### src/rtl/store_buffer.sv
`default_nettype none
// +----------------------------------------------------------------------------+
// | Module   : store_buffer                                                    |
// | Brief    : Speculative store buffer with commit, flush, in-order drain and |
// |            youngest-match store-to-load forwarding.                        |
// | Revision : 1.0                                                             |
// +----------------------------------------------------------------------------+
module store_buffer #(
    parameter int DEPTH    = 8,
    parameter int ADDR_LEN = 32,
    parameter int DATA_LEN = 32
) (
    input  logic                     clk_i,
    input  logic                     reset_i,
    input  logic                     write_valid_i,
    input  logic [ADDR_LEN-1:0]      write_address_i,
    input  logic [DATA_LEN-1:0]      write_data_i,
    output logic                     write_ready_o,
    input  logic                     commit_i,
    input  logic                     flush_i,
    output logic                     mem_we_o,
    output logic [ADDR_LEN-1:0]      mem_address_o,
    output logic [DATA_LEN-1:0]      mem_data_o,
    input  logic                     mem_ready_i,
    input  logic [ADDR_LEN-1:0]      load_address_i,
    output logic                     load_hit_o,
    output logic [DATA_LEN-1:0]      load_data_o,
    output logic [$clog2(DEPTH):0]   count_o,
    output logic                     full_o,
    output logic                     empty_o
);

    localparam int c_IDX_W = $clog2(DEPTH);
    localparam int c_PTR_W = c_IDX_W + 1;

    if (DEPTH < 2 || DEPTH > 64 || (DEPTH & (DEPTH - 1)) != 0) begin : g_bad_depth
        $error("store_buffer: DEPTH must be a power of two in 2..64");
    end

    logic [ADDR_LEN-1:0] r_addr [DEPTH];
    logic [DATA_LEN-1:0] r_data [DEPTH];
    logic [c_PTR_W-1:0]  r_head;
    logic [c_PTR_W-1:0]  r_cmt;
    logic [c_PTR_W-1:0]  r_tail;

    logic [c_PTR_W-1:0]  w_count;
    logic                w_full;
    logic                w_enq;
    logic                w_commit;
    logic                w_pop;
    logic [c_PTR_W-1:0]  w_cmt_next;
    logic [c_PTR_W-1:0]  w_scan_ptr;
    logic                w_hit;
    logic [DATA_LEN-1:0] w_ldata;

    assign w_count  = r_tail - r_head;
    assign w_full   = (w_count == c_PTR_W'(DEPTH));
    assign w_enq    = write_valid_i && !w_full && !flush_i;
    assign w_commit = commit_i && (r_cmt != r_tail);
    assign w_pop    = (r_head != r_cmt) && mem_ready_i;

    // Commit lands before flush so a same-cycle commit keeps its entry.
    assign w_cmt_next = r_cmt + {{(c_PTR_W-1){1'b0}}, w_commit};

    always_ff @(posedge clk_i or negedge reset_i) begin
        if (!reset_i) begin
            r_head <= '0;
            r_cmt  <= '0;
            r_tail <= '0;
        end else begin
            r_head <= r_head + {{(c_PTR_W-1){1'b0}}, w_pop};
            r_cmt  <= w_cmt_next;
            if (flush_i) begin
                r_tail <= w_cmt_next;
            end else begin
                r_tail <= r_tail + {{(c_PTR_W-1){1'b0}}, w_enq};
            end
        end
    end

    always_ff @(posedge clk_i) begin
        if (w_enq) begin
            r_addr[r_tail[c_IDX_W-1:0]] <= write_address_i;
            r_data[r_tail[c_IDX_W-1:0]] <= write_data_i;
        end
    end

    // Scan oldest to youngest so the last match (nearest tail) wins.
    always_comb begin
        w_hit      = 1'b0;
        w_ldata    = '0;
        w_scan_ptr = r_head;
        for (int k = 0; k < DEPTH; k++) begin
            w_scan_ptr = r_head + c_PTR_W'(k);
            if ((c_PTR_W'(k) < w_count) &&
                (r_addr[w_scan_ptr[c_IDX_W-1:0]] == load_address_i)) begin
                w_hit   = 1'b1;
                w_ldata = r_data[w_scan_ptr[c_IDX_W-1:0]];
            end
        end
    end

    assign write_ready_o = !w_full;
    assign full_o        = w_full;
    assign empty_o       = (w_count == '0);
    assign count_o       = w_count;
    assign mem_we_o      = (r_head != r_cmt);
    assign mem_address_o = r_addr[r_head[c_IDX_W-1:0]];
    assign mem_data_o    = r_data[r_head[c_IDX_W-1:0]];
    assign load_hit_o    = w_hit;
    assign load_data_o   = w_ldata;

endmodule
`default_nettype wire

### config.mk
export PLATFORM = sky130hd
export DESIGN_NAME = store_buffer
export DESIGN_NICKNAME = d
export VERILOG_FILES = /design/src/rtl/store_buffer.sv
export SDC_FILE = /design/constraint.sdc
export NUM_CORES = 2
export LEC_CHECK = 0
export BUFFER_PORTS_ARGS = -buffer_cell sky130_fd_sc_hd__buf_2
export CAP_MARGIN = 20
export CORE_AREA = 2 2 357 253
export DETAILED_ROUTE_END_ITERATION = 10
export DIE_AREA = 0 0 359 255
export PLACE_DENSITY = 0.71
export SLEW_MARGIN = 20
export SYNTH_ARGS = -nofsm -noshare
export SYNTH_HDL_FRONTEND = slang
export SYNTH_SLANG_ARGS = --single-unit
### constraint.sdc
create_clock -name clk_i -period 12.12 [get_ports clk_i]
set_clock_uncertainty 0.2 [all_clocks]
set_input_delay 2.424 -clock clk_i [delete_from_list [all_inputs] [get_ports clk_i]]
set_output_delay 2.424 -clock clk_i [all_outputs]
set_load 0.1 [all_outputs]
Yosys cells after proc, flatten, opt, wreduce, memory -nomap -nowiden
Memory sizes are Yosys's and may differ from the RTL's.
Index checks and enable logic that the tools add are counted.
{ "totals": {"in_bits": 102, "latchBits": 0, "mem_bits_ro": 0, "output_inout_bits": 105, "n_memories": 2, "ff_bits": 12, "word_cells": 69, "ram_bits": 512} }
{ "mem_list": {"columns": ["name", "depth", "width", "rd", "rd_ports_with_merged_regs", "wr", "line_no", "source"], "rows": [
  ["r_addr", 8, 32, 8, 0, 1, "40", "logic [ADDR_LEN-1:0] r_addr [DEPTH];"],
  ["r_data", 8, 32, 8, 0, 1, "41", "logic [DATA_LEN-1:0] r_data [DEPTH];"]
]} }
{ "op_classes": {"n_mux": 19, "n_reduce_logical": 15, "mul": 0, "order_cmp": 8, "bitwise": 0, "n_div": 0, "n_shift": 0, "addsub": 11, "n_eq_ne": 11} }
{ "op_table": {"columns": ["cell", "n"], "rows": [
  ["$eq A32 B32 Y1", 8],
  ["$mux W32", 8],
  ["$lt A3 B4 Y1 const A", 4],
  ["$add A3 B3 Y3 const B", 4],
  ["$add A4 B1 Y4", 3],
  ["$logic_and A1 B1 Y1", 12],
  ["$mux W1", 10],
  ["$lt A1 B4 Y1 const A", 2],
  ["$lt A2 B4 Y1 const A", 2],
  ["$ne A4 B4 Y1", 2],
  ["$add A3 B2 Y3 const B", 2],
  ["$eq A4 B4 Y1 const B", 1],
  ["$logic_not A4 Y1", 1],
  ["$mux W4", 1],
  ["$sub A4 B4 Y4", 1],
  ["$add A3 B1 Y3 const B", 1],
  ["$logic_not A1 Y1", 2]
]} }

Depth between registers and ports, before layout
{ "logic_depth": {"ltp_word": 11, "ltp_mapped": 26, "depth_no_buf": 14} }

Worst setup path after synthesis
OpenSTA, ideal clock, no wires.
{ "synth_timing": {"path_type": "register -> register", "startpoint": "register r_head[2]", "endpoint": "memory r_addr[1][0], enable pin", "synth_period_minus_slack_ns": 10.785, "path_buffers": 5, "t_arrival_ns": 10.021, "required_ns": 11.355, "path_stages_with_launch": 13, "slack_ns": 1.335, "setup_ns": 0.565, "cell_sequence": "dfrtp_1 > buf_4 > inv_1 > buf_2 > buf_2 > buf_2 > buf_1 > ha_1 > xor2_1 > nor3_1 > nor3b_1 > nand2_1 > nor3_1"} }
{ "synth_via": {"elab_chain_len": 7} }
{ "synth_lines": {"columns": ["element", "line_no", "source"], "rows": [
  ["from (decl)", "42", "logic [c_PTR_W-1:0] r_head;"],
  ["from (signal assigned)", "71", "r_head <= r_head + {{(c_PTR_W-1){1'b0}}, w_pop};"],
  ["$sub A4 B4 Y4", "56", "assign w_count = r_tail - r_head;"],
  ["named net count_o[2]", "28", "output logic [$clog2(DEPTH):0] count_o,"],
  ["$eq A4 B4 Y1", "57", "assign w_full = (w_count == c_PTR_W'(DEPTH));"],
  ["named net full_o", "29", "output logic full_o,"],
  ["$logic_not A1 Y1", "58", "assign w_enq = write_valid_i && !w_full && !flush_i;"],
  ["$logic_and A1 B1 Y1 (2 in series)", "58", null],
  ["$mux W1", "82", "if (w_enq) begin"],
  ["$mux W1 (implied by the code)", "83", "r_addr[r_tail[c_IDX_W-1:0]] <= write_address_i;"],
  ["to (decl)", "40", null]
]} }
The timed path passes the listed nets, and every way through them passes these cells.

Worst setup path after layout
{ "layout_timing": {"startpoint": "register r_head[1]", "endpoint": "output port load_data_o[21]"} }
{ "layout_via": {"elab_chain_len": 11, "word_cells_on_any_way": 42, "classes_between": "8 x add/sub; 8 x order compare; 8 x eq/ne; 8 x mux; 8 x reduce/logical; 2 x memory"} }
{ "layout_lines": {"columns": ["element", "line_no", "source"], "rows": [
  ["$add A3 B1 Y3, or another cell as far along", "94", "w_scan_ptr = r_head + c_PTR_W'(k);"],
  ["$mem_v2 Z8 W32, or another cell as far along", null, null],
  ["$eq A32 B32 Y1 / $logic_and A1 B1 Y1 (equally long branches)", "96, 95", null],
  ["$logic_and A1 B1 Y1 / $mux W32 (equally long branches)", "95", "if ((c_PTR_W'(k) < w_count) &&"],
  ["$mux W32 (6 in series)", "95", null],
  ["$mux W32 *", "95", null],
  ["to (decl)", "27", "output logic [DATA_LEN-1:0] load_data_o,"]
]} }
Mark *: on every way between the ends. The rest lies on a longest branch, timed or not.

==> flow_summary_export.csv <==
group,metric,value,unit
floorplan,core.rowCount,92,
layout,most_common_cell_after_layout_fill_and_taps_aside,"sky130_fd_sc_hd__mux4_2",
global_route,grt_antenna_before_repair,17,
route,drt_iter0_markers,5340,
timing,layout_min_cycle_time,10630,ps
timing,final-hold-violation-count,0,
synthesis,ys_seq_elements,524,
placed_design,place_hpwl,104200,um
clocking,cts_setup_buffers,0,
global_route,global_route.overflow_total,0,
min_path,class_of_the_tightest_hold_or_removal_check,"reg -> reg",
setup_path,biggest_fanout_along_the_worst_timing_path,101,
floorplan,die_ar,0.09155,mm^2
timing,max_freq,0.09406,GHz
setup_path,worst_ep_required_time,9500,ps
synthesis,synth_flop_cell,"sky130_fd_sc_hd__edfxtp_1",
synthesis,post_synth_num_cell_types,92,
synthesis,syn-mean-instance-area,13.88,um^2
layout,postLayoutCoreUtil,53.04,%
route,num_vias,32403,
clocking,cts-htree-levels,2,
synthesis,syn-instance-count,3148,
floorplan,die_w,359,um
timing,slew-limit-headroom,17.28,%
setup_path,critical_path_arrival,8010,ps
setup_path,rr_worst_depth,10,
timing,worstMarginPinSlew,1236,ps
clocking,clk-insertion-delay-late,660,ps
floorplan,core,0.08875,mm^2
floorplan,fp.dieH,255,um
synthesis,synthesis.yosys.warnings,0,
global_route,grt_first_pass_wirelength,217900,um
global_route,grtUsageTotal,32.49,%
clocking,clock_sink_count,524,
timing,rsz0062_at_grt,"no",
outcome,outcome,"finished clean",
synthesis,syn_nets,3263,
layout,drive_gt1_share,34.98,%
route,drtPass1Iterations,6,
layout,nets,3292,
route,vias_per_cell,7.354,
clocking,cts_root_buffer,"sky130_fd_sc_hd__clkbuf_16",
clocking,clock_path_buffers,3,
clocking,postCtsResizedCells,0,
route,drt.antenna.violating_nets,0,
min_path,hold_path_depth,1,
synthesis,synth-seq-area-share,35.86,%
route,route.detailed.wl_per_inst,34.33,um
setup_path,criticalPathCategory,"reg -> out",
layout,layout.cells.most_common_list,"sky130_fd_sc_hd__mux4_2, sky130_fd_sc_hd__edfxtp_1, sky130_fd_sc_hd__mux2i_1",
route,route.detailed.drc,0,
layout,fill_cells,7294,
global_route,vias_in_the_first_global_route,29833,
clocking,tritoncts_clock_tree,"done",
layout,area_growth_syn_to_layout,7.704,%
synthesis,synth_edf_count,512,
route,routed_wl,151300,um
setup_path,start_kind,"flop",
timing,fin_crit_share,87.72,%
timing,report.final.setup_viol,0,
clocking,cts_inserted_buffers,56,
job,maxCapViolCount,0,
placed_design,port_buffers,206,
global_route,grt_max_degree,146,
timing,setup_tns,0,ps
synthesis,post_synth_instance_area,0.04371,mm^2
floorplan,pin_count,207,
clocking,cts.reportedPaths.clkPinSlew,60,ps
setup_path,endpoint_kind,"primary output",
clocking,total_of_hold_buffers_inserted_after_clock_tree_synthesis,0,
placed_design,routabilityCongestion,1.121,
floorplan,floorplan.initialDensity,49.25,%
synthesis,asyncSetResetFlopFracSynth,2.290,%
timing,timing_max_transition_violations_final,0,
==> sequential cells by signal, indices dropped and copies added (netlist names) <==
signal	cells
r_head	4
r_tail	4
r_data	256
r_addr	256
r_cmt	4
==> cell type report <==
type / count / area (um^2) / share of cell area, %
multi-input cells: 2256 / 26130 / 55.50
flip-flops and latches: 524 / 15690 / 33.32
repair buffers: 274 / 1657 / 3.519
well taps: 1175 / 1470 / 3.123
clock buffers: 66 / 1459 / 3.099
clock inverters: 37 / 402.9 / 0.8559
inverters: 65 / 249.0 / 0.5289
diodes: 9 / 22.52 / 0.04784
==> cell usage after synthesis, types with 7 or more instances <==
cell type	instances	area, um^2
sky130_fd_sc_hd__nand3_1	72	360.4
sky130_fd_sc_hd__mux4_4	8	200.2
sky130_fd_sc_hd__o221ai_2	30	450.4
sky130_fd_sc_hd__nand2_1	220	825.8
sky130_fd_sc_hd__nor2_1	90	337.8
sky130_fd_sc_hd__o21ai_0	69	345.3
sky130_fd_sc_hd__mux4_1	12	315.3
sky130_fd_sc_hd__buf_1	32	120.1
sky130_fd_sc_hd__buf_2	96	480.5
sky130_fd_sc_hd__nand2b_1	13	81.33
sky130_fd_sc_hd__and2_1	39	244.0
sky130_fd_sc_hd__mux4_2	556	12520
sky130_fd_sc_hd__a211o_1	28	245.2
sky130_fd_sc_hd__nand4_1	30	187.7
sky130_fd_sc_hd__edfxtp_1	512	15370
sky130_fd_sc_hd__nor4_1	21	131.4
sky130_fd_sc_hd__a221oi_2	24	360.4
sky130_fd_sc_hd__buf_6	38	427.9
sky130_fd_sc_hd__a2111oi_0	35	306.5
sky130_fd_sc_hd__nor2b_1	37	231.5
sky130_fd_sc_hd__o2111ai_1	10	87.58
sky130_fd_sc_hd__o22ai_1	50	312.8
sky130_fd_sc_hd__xnor2_1	208	1822
sky130_fd_sc_hd__ha_1	12	150.1
sky130_fd_sc_hd__buf_4	27	202.7
sky130_fd_sc_hd__o221ai_1	9	78.83
sky130_fd_sc_hd__a31oi_1	9	56.30
sky130_fd_sc_hd__mux2i_1	344	3443
sky130_fd_sc_hd__a21oi_1	26	130.1
sky130_fd_sc_hd__a221oi_1	16	140.1
sky130_fd_sc_hd__xor2_1	51	446.7
sky130_fd_sc_hd__mux2_2	91	1025
sky130_fd_sc_hd__inv_1	52	195.2
sky130_fd_sc_hd__o211ai_1	7	52.55
sky130_fd_sc_hd__clkbuf_1	87	326.6
sky130_fd_sc_hd__dfrtp_1	12	300.3
sky130_fd_sc_hd__nor3_1	53	265.3
==> kinds of logic (layout without fill, tap and decap cells) <==
logic type	Yosys count	in the layout	share of synthesized area [%]
buffers and inverters	368	442	4.741
AOI/OAI and AO/OA	360	360	6.899
xor gates and xnor gates	260	260	5.253
other	0	9	0
DFF	524	524	35.86
muxes	1012	1012	40.09
and+or+nand+nor	611	611	6.767
adders and majority gates	13	13	0.3893
==> worst max-delay path, cell delays in order, from the launching register on <==
cell,delay [ps]
sky130_fd_sc_hd__dfrtp_4,870
sky130_fd_sc_hd__buf_4,810
sky130_fd_sc_hd__buf_12,480
sky130_fd_sc_hd__mux4_2,430
sky130_fd_sc_hd__mux2_2,380
sky130_fd_sc_hd__xnor2_1,620
sky130_fd_sc_hd__nand4_1,290
sky130_fd_sc_hd__or4_1,740
sky130_fd_sc_hd__nor4_2,590
sky130_fd_sc_hd__a21bo_2,460
sky130_fd_sc_hd__buf_4,370
sky130_fd_sc_hd__o221ai_2,250
sky130_fd_sc_hd__a221oi_2,80
sky130_fd_sc_hd__o22ai_1,260
sky130_fd_sc_hd__buf_2,490
==> per-stage QoR <==
stage	area (um^2)	hold slack [ps]	instances	setup WS (ps)
6_report	47070	361.3	4406	1489
5_1_grt	47060	379.3	4402	1298
4_1_cts	47020	353.1	4396	1582
3_5_place_dp	45160	344.6	4293	2293
3_3_place_gp	45120	338.6	4292	2395
2_1_floorplan	43710	301.7	3148	1335
==> worst paths after layout <==
path / start / slack [ps] / endpoint
max: r_head[1]$_DFF_PN0_ / 1490 / load_data_o[21]
min: r_head[3]$_DFF_PN0_ / 360 / r_head[3]$_DFF_PN0_
max reg2reg: r_head[2]$_DFF_PN0_ / 5530 / r_addr[3][26]$_DFFE_PP_
min reg2reg: r_head[3]$_DFF_PN0_ / 360 / r_head[3]$_DFF_PN0_
max in group asynchronous: reset_i / 10020 / r_head[2]$_DFF_PN0_
min in group asynchronous: reset_i / 1430 / r_tail[2]$_DFF_PN0_
==> metal layers <==
metal	GRT usage, %	wire length (um)
met5	0	120
met4	9.910	4760
met3	10.70	21500
met2	44.49	62840
met1	48.77	62050
Power is left out: the tool's default activity adds up to more than one toggle a clock period on the data nets, which glitch-free logic cannot reach.
